File: config.mk
export PLATFORM = sky130hd
export DESIGN_NAME = mem_access
export DESIGN_NICKNAME = d
export VERILOG_FILES = /design/src/rtl/mem_access.sv
export SDC_FILE = /design/constraint.sdc
export NUM_CORES = 1
export LEC_CHECK = 0
export CAP_MARGIN = 25
export CORE_MARGIN = 3
export CORE_UTILIZATION = 37
export DETAILED_ROUTE_END_ITERATION = 8
export GPL_TIMING_DRIVEN = 0
export PLACE_DENSITY = 0.74
export SYNTH_ARGS = -nofsm -noshare
export SYNTH_HDL_FRONTEND = slang
export SYNTH_SLANG_ARGS = --single-unit
File: constraint.sdc
create_clock -name clk -period 1.6 [get_ports clk]
set_input_delay 0.48 -clock clk [delete_from_list [all_inputs] [get_ports clk]]
set_output_delay 0.48 -clock clk [all_outputs]
set_load 0.005 [all_outputs]
File: src/rtl/mem_access.sv
// Load/store stage: non-memory ops pass through in 1 cycle; ld/st run one req/ack dmem transaction (min 2 cycles to result).
// Backpressure: stall_o holds execute for every BUSY cycle; an optional timeout aborts a hung transaction and sets err_o.
module mem_access #(
  parameter int TIMEOUT = 16,
  parameter int ADDR_W  = 16
) (
  input  logic              clk,
  input  logic              rst,
  input  logic              valid_i,
  input  logic [31:0]       result_i,
  input  logic [31:0]       st_data_i,
  input  logic [3:0]        rd_addr_i,
  input  logic              wb_en_i,
  input  logic              ld_i,
  input  logic              st_i,
  output logic              stall_o,
  output logic              dmem_req_o,
  output logic              dmem_we_o,
  output logic [ADDR_W-1:0] dmem_addr_o,
  output logic [31:0]       dmem_wdata_o,
  input  logic              dmem_ack_i,
  input  logic [31:0]       dmem_rdata_i,
  output logic              wb_en_o,
  output logic [3:0]        rd_addr_o,
  output logic [31:0]       wb_data_o,
  output logic              err_o
);

  typedef enum logic {IDLE, BUSY} state_t;

  localparam int CNT_W = (TIMEOUT > 2) ? $clog2(TIMEOUT) : 1;
  localparam logic [CNT_W-1:0] CNT_LAST = (TIMEOUT > 0) ? CNT_W'(TIMEOUT - 1) : '0;

  state_t              state_q, state_d;
  logic [CNT_W-1:0]    cnt_q, cnt_d;
  logic                we_q, we_d;
  logic [ADDR_W-1:0]   addr_q, addr_d;
  logic [31:0]         wdata_q, wdata_d;
  logic                is_ld_q, is_ld_d;
  logic [3:0]          rd_cap_q, rd_cap_d;
  logic                wb_en_q, wb_en_d;
  logic [3:0]          rd_addr_q, rd_addr_d;
  logic [31:0]         wb_data_q, wb_data_d;
  logic                err_q, err_d;

  // Upper result bits only matter for pass-through data, not for the address.
  logic unused_addr_hi;
  assign unused_addr_hi = ^result_i[31:ADDR_W];

  always_comb begin
    state_d   = state_q;
    cnt_d     = '0;
    we_d      = we_q;
    addr_d    = addr_q;
    wdata_d   = wdata_q;
    is_ld_d   = is_ld_q;
    rd_cap_d  = rd_cap_q;
    wb_en_d   = 1'b0;
    rd_addr_d = rd_addr_q;
    wb_data_d = wb_data_q;
    err_d     = err_q;

    case (state_q)
      IDLE: begin
        if (valid_i) begin
          if (ld_i && st_i) begin
            err_d = 1'b1;
          end else if (ld_i || st_i) begin
            state_d  = BUSY;
            we_d     = st_i;
            addr_d   = result_i[ADDR_W-1:0];
            wdata_d  = st_data_i;
            is_ld_d  = ld_i;
            rd_cap_d = rd_addr_i;
          end else begin
            wb_en_d   = wb_en_i;
            rd_addr_d = rd_addr_i;
            wb_data_d = result_i;
          end
        end
      end
      BUSY: begin
        // Ack takes priority over the timeout limit in the same cycle.
        if (dmem_ack_i) begin
          state_d = IDLE;
          if (is_ld_q) begin
            wb_en_d   = 1'b1;
            rd_addr_d = rd_cap_q;
            wb_data_d = dmem_rdata_i;
          end
        end else if ((TIMEOUT > 0) && (cnt_q == CNT_LAST)) begin
          state_d = IDLE;
          err_d   = 1'b1;
        end else begin
          cnt_d = cnt_q + CNT_W'(1);
        end
      end
      default: state_d = IDLE;
    endcase
  end

  always_ff @(posedge clk) begin
    if (rst) begin
      state_q   <= IDLE;
      cnt_q     <= '0;
      we_q      <= 1'b0;
      addr_q    <= '0;
      wdata_q   <= '0;
      is_ld_q   <= 1'b0;
      rd_cap_q  <= '0;
      wb_en_q   <= 1'b0;
      rd_addr_q <= '0;
      wb_data_q <= '0;
      err_q     <= 1'b0;
    end else begin
      state_q   <= state_d;
      cnt_q     <= cnt_d;
      we_q      <= we_d;
      addr_q    <= addr_d;
      wdata_q   <= wdata_d;
      is_ld_q   <= is_ld_d;
      rd_cap_q  <= rd_cap_d;
      wb_en_q   <= wb_en_d;
      rd_addr_q <= rd_addr_d;
      wb_data_q <= wb_data_d;
      err_q     <= err_d;
    end
  end

  assign stall_o      = (state_q == BUSY);
  assign dmem_req_o   = (state_q == BUSY);
  assign dmem_we_o    = we_q;
  assign dmem_addr_o  = addr_q;
  assign dmem_wdata_o = wdata_q;
  assign wb_en_o      = wb_en_q;
  assign rd_addr_o    = rd_addr_q;
  assign wb_data_o    = wb_data_q;
  assign err_o        = err_q;

endmodule
==> summary.md <==
| Metric | Value |
|---|---|
| Status | `finished, violations left` |
| Violated checks | `negative setup slack` |
| Via-per-instance ratio | `4.97` |
| CP Capture Point | `rd_cap_q[2]` |
| DRC viols | `0` |
| Largest stage delay, worst path | `0.57 ns` |
| Critical path cell sequence | `buf_6 -> or4b_4 -> buf_12 -> clkbuf_16 -> nand2_2 -> a21oi_2` |
| Post-synth cell types | `28` |
| Ys Warns | `0` |
| CP top delay family | `simple AND/OR/NAND/NOR gates` |
| Ratio of cells with drive above 1 in the final layout | `39.2%` |
| CTS tree | `yes` |
| Clock Tree Buf Depth | `2` |
| WP buf/inv | `3` |
| Slowest-stage cell, CP | `or4b_4` |
| DIE AREA | `12300 µm²` |
| Crit path depth | `6` |
| Fin. max-slew vios | `0` |
| DRT Pass-1 Iters | `4` |
| Setup ws final | `-0.0389 ns` |
| Initial DRC Count | `152` |
| Register area share after synthesis | `47.7%` |
| CP Launch Point | `dmem_req_o` |
| Layout Skew | `0.00676 ns` |
| VDD IR max | `0.565 mV` |
| Most common cell after layout, fill and taps aside | `clkdlybuf4s50_1` |
| Critical path launch point type | `flop` |
| Worst hold margin | `0.415 ns` |
| Mapped Nets | `546` |
| Detailed placer's ending HPWL | `9370 µm` |
| HP Class | `primary input to flop` |
| Vias in the first global route | `4046` |
| Fin nets | `767` |
| Cts bufs inserted | `9` |
| Fin crit share | `102%` |
| Avg Synthesized Cell Area | `9.34 µm²` |
| Fill cell total of the finished layout | `856` |
| Maximum fanout along the worst path | `8` |
| Critical Path RT | `1.84 ns` |
| Period minus WS final | `1.64 ns` |
| Worst r2r src | `dmem_req_o` |
| Hold Fails Final Rpt | `0` |
| Initial antenna violation count | `0` |
| GR Overflow Total | `0` |
| Slew @ Worst Pin | `0.704 ns` |
| R2r setup slk | `-0.04 ns` |
| R2R depth | `6` |
| Ant. Diodes | `0` |
| Most frequent cells in the layout | `clkdlybuf4s50_1, dlygate4sd2_1, nand2_1, dfxtp_1, a21oi_2` |
| Yosys reg bits | `97` |
| Reg2reg end | `rd_cap_q[2]` |
| Clock Sinks | `97` |
| Via Count | `3964` |
| First-pass GRT wire length | `20600 µm` |
| Placement row count | `37` |
| Area Overhead vs Synth | `78.3%` |
| Hold Buf Count CTS | `0` |
| Chip Width | `111 µm` |
| Fmax | `610 MHz` |
| CTS H-tree depth | `3` |
| Syn Std Cell Area | `4070 µm²` |
| GPL Wtd Cong | `0.759` |
| Pwr dens | `792 nW/µm²` |
| Leakage | `3.03 nW` |
| Critical path data arrival time | `1.88 ns` |
| Pin count of the biggest net entering global routing | `16` |
| Clk root buf | `clkbuf_8` |
| Core Region | `10500 µm²` |
| Skew-Pair Late Insertion Delay | `0.35 ns` |
| Post-synth top flop | `dfxtp_1` |
| Synth Instances | `436` |
| RSZ-0062 raised after global routing | `yes` |
| Post-synth ARST share | `0%` |
| Detailed Route WL | `13700 µm` |
| Die Span Y | `111 µm` |
| WS Path Type | `flop to flop` |
| Relative slew slack | `53.1%` |
| Clk pin slew, worst setup/hold paths | `0.09 ns` |
| # IOs | `196` |
| Final setup vio count | `26` |
| Worst Setup End Kind | `flop` |
| Number of max-cap violations | `0` |
| Port bufs | `195` |
| Routed WL per cell | `17.2 µm` |
| Hold-critical path depth | `3` |
| GR Util All Layers | `20.2%` |
| DRT antenna net count | `0` |
| Post-synth EDFFs | `0` |
| Starting Density | `38.7%` |
| Pre-CTS WS | `-0.971 ns` |
metal layers:
| layer | global-route usage [%] | wire (µm) | vias to the layer above |
|---|---|---|---|
| li1 | - | - | 1937 |
| met1 | 24.4 | 5690 | 1881 |
| met2 | 36.0 | 7050 | 134 |
| met3 | 5.40 | 844 | 12 |
| met4 | 4.35 | 134 | 0 |
| met5 | 0 | 0 | - |
worst register-to-register path: stages, from the launching register on:
cell and delay [ns]:
dfxtp_4 0.35, buf_6 0.13, or4b_4 0.57, buf_12 0.19, clkbuf_16 0.18, nand2_2 0.07, a21oi_2 0.05
worst min-delay path by stage:
| stage | end | start | slack [ns] |
|---|---|---|---|
| global placement | cnt_q[0] | cnt_q[0] | 0.43 |
| floorplan | cnt_q[0] | cnt_q[0] | 0.42 |
| detailed placement | cnt_q[0] | cnt_q[0] | 0.44 |
| global route | dmem_we_o | st_i | 0.41 |
| CTS | dmem_we_o | st_i | 0.39 |
| finish | is_ld_q | ld_i | 0.42 |
layout make-up:
cell class	instances	area, µm²	share of cell area, %
Tap cell	136	170	2.35
Multi-Input combinational cell	297	2430	33.5
Clock buffer	10	138	1.90
Inverter	3	11.3	0.155
Sequential cell	97	1990	27.5
Clock inverter	5	80.1	1.10
Buffer	37	362	4.98
Timing Repair Buffer	212	2070	28.5
per-stage QoR:
| step | util (%) | instance area, µm² | TNS [ns] | instances | power, mW |
|---|---|---|---|---|---|
| finish | 69.0 | 7260 | -0.480 | 797 | 5.75 |
| global route | 69.0 | 7260 | -1.41 | 797 | 5.99 |
| CTS | 63.5 | 6680 | -3.00 | 792 | 5.58 |
| detailed placement | 60.7 | 6380 | -77.23 | 767 | 3.84 |
| global placement | 60.7 | 6380 | -74.75 | 767 | 3.82 |
| floorplan | - | 4260 | -3.27 | 436 | 3.20 |
sequential cells by signal, indices dropped and copies added (netlist names):
name and count:
wb_data_o 32, wb_en_o 1, rd_cap_q 4, dmem_wdata_o 32, dmem_we_o 1, rd_addr_o 4, dmem_addr_o 16, dmem_req_o 1
err_o 1, cnt_q 4, is_ld_q 1
cell usage after synthesis, drive strengths merged (2+ instances only):
cell | instances | share of area, %
nand2 | 109 | 10
dfxtp | 97 | 48
a21oi | 56 | 6.9
nor3 | 37 | 4.5
a211oi | 36 | 10
mux2i | 36 | 8.9
buf | 27 | 5.7
clkbuf | 12 | 1.1
nor2 | 6 | 0.55
ha | 3 | 0.92
inv | 3 | 0.28
nor2b | 2 | 0.31
report_power, final:
part           switching [mW]  internal [mW]  total [mW]
Sequential             0.0959           2.55        2.65
Clock                   0.856          0.913        1.77
Combinational           0.576          0.752        1.33
Total                    1.53           4.22        5.75
repair_timing:
action,in CTS,in global routing
endpoints found under the hold margin,0,0
buffers inserted,9,3
pin swaps,5,4
cloned,2,4
resized for setup,163,143
endpoints found under the setup margin,181,84
logic make-up (layout without fill, tap and decap cells):
logic type,count (synthesis),in the layout,share of synthesized area (%)
multiplexers,36,36,8.85
adder cells (fa/ha/maj),3,3,0.922
AND/OR/NAND/NOR,163,163,17.6
AO/OA/AOI/OAI,93,93,17.4
XOR/XNOR,2,2,0.430
buffers and inverters,42,267,7.07
flip-flops,97,97,47.7
Power figures use the tool's default switching activity.
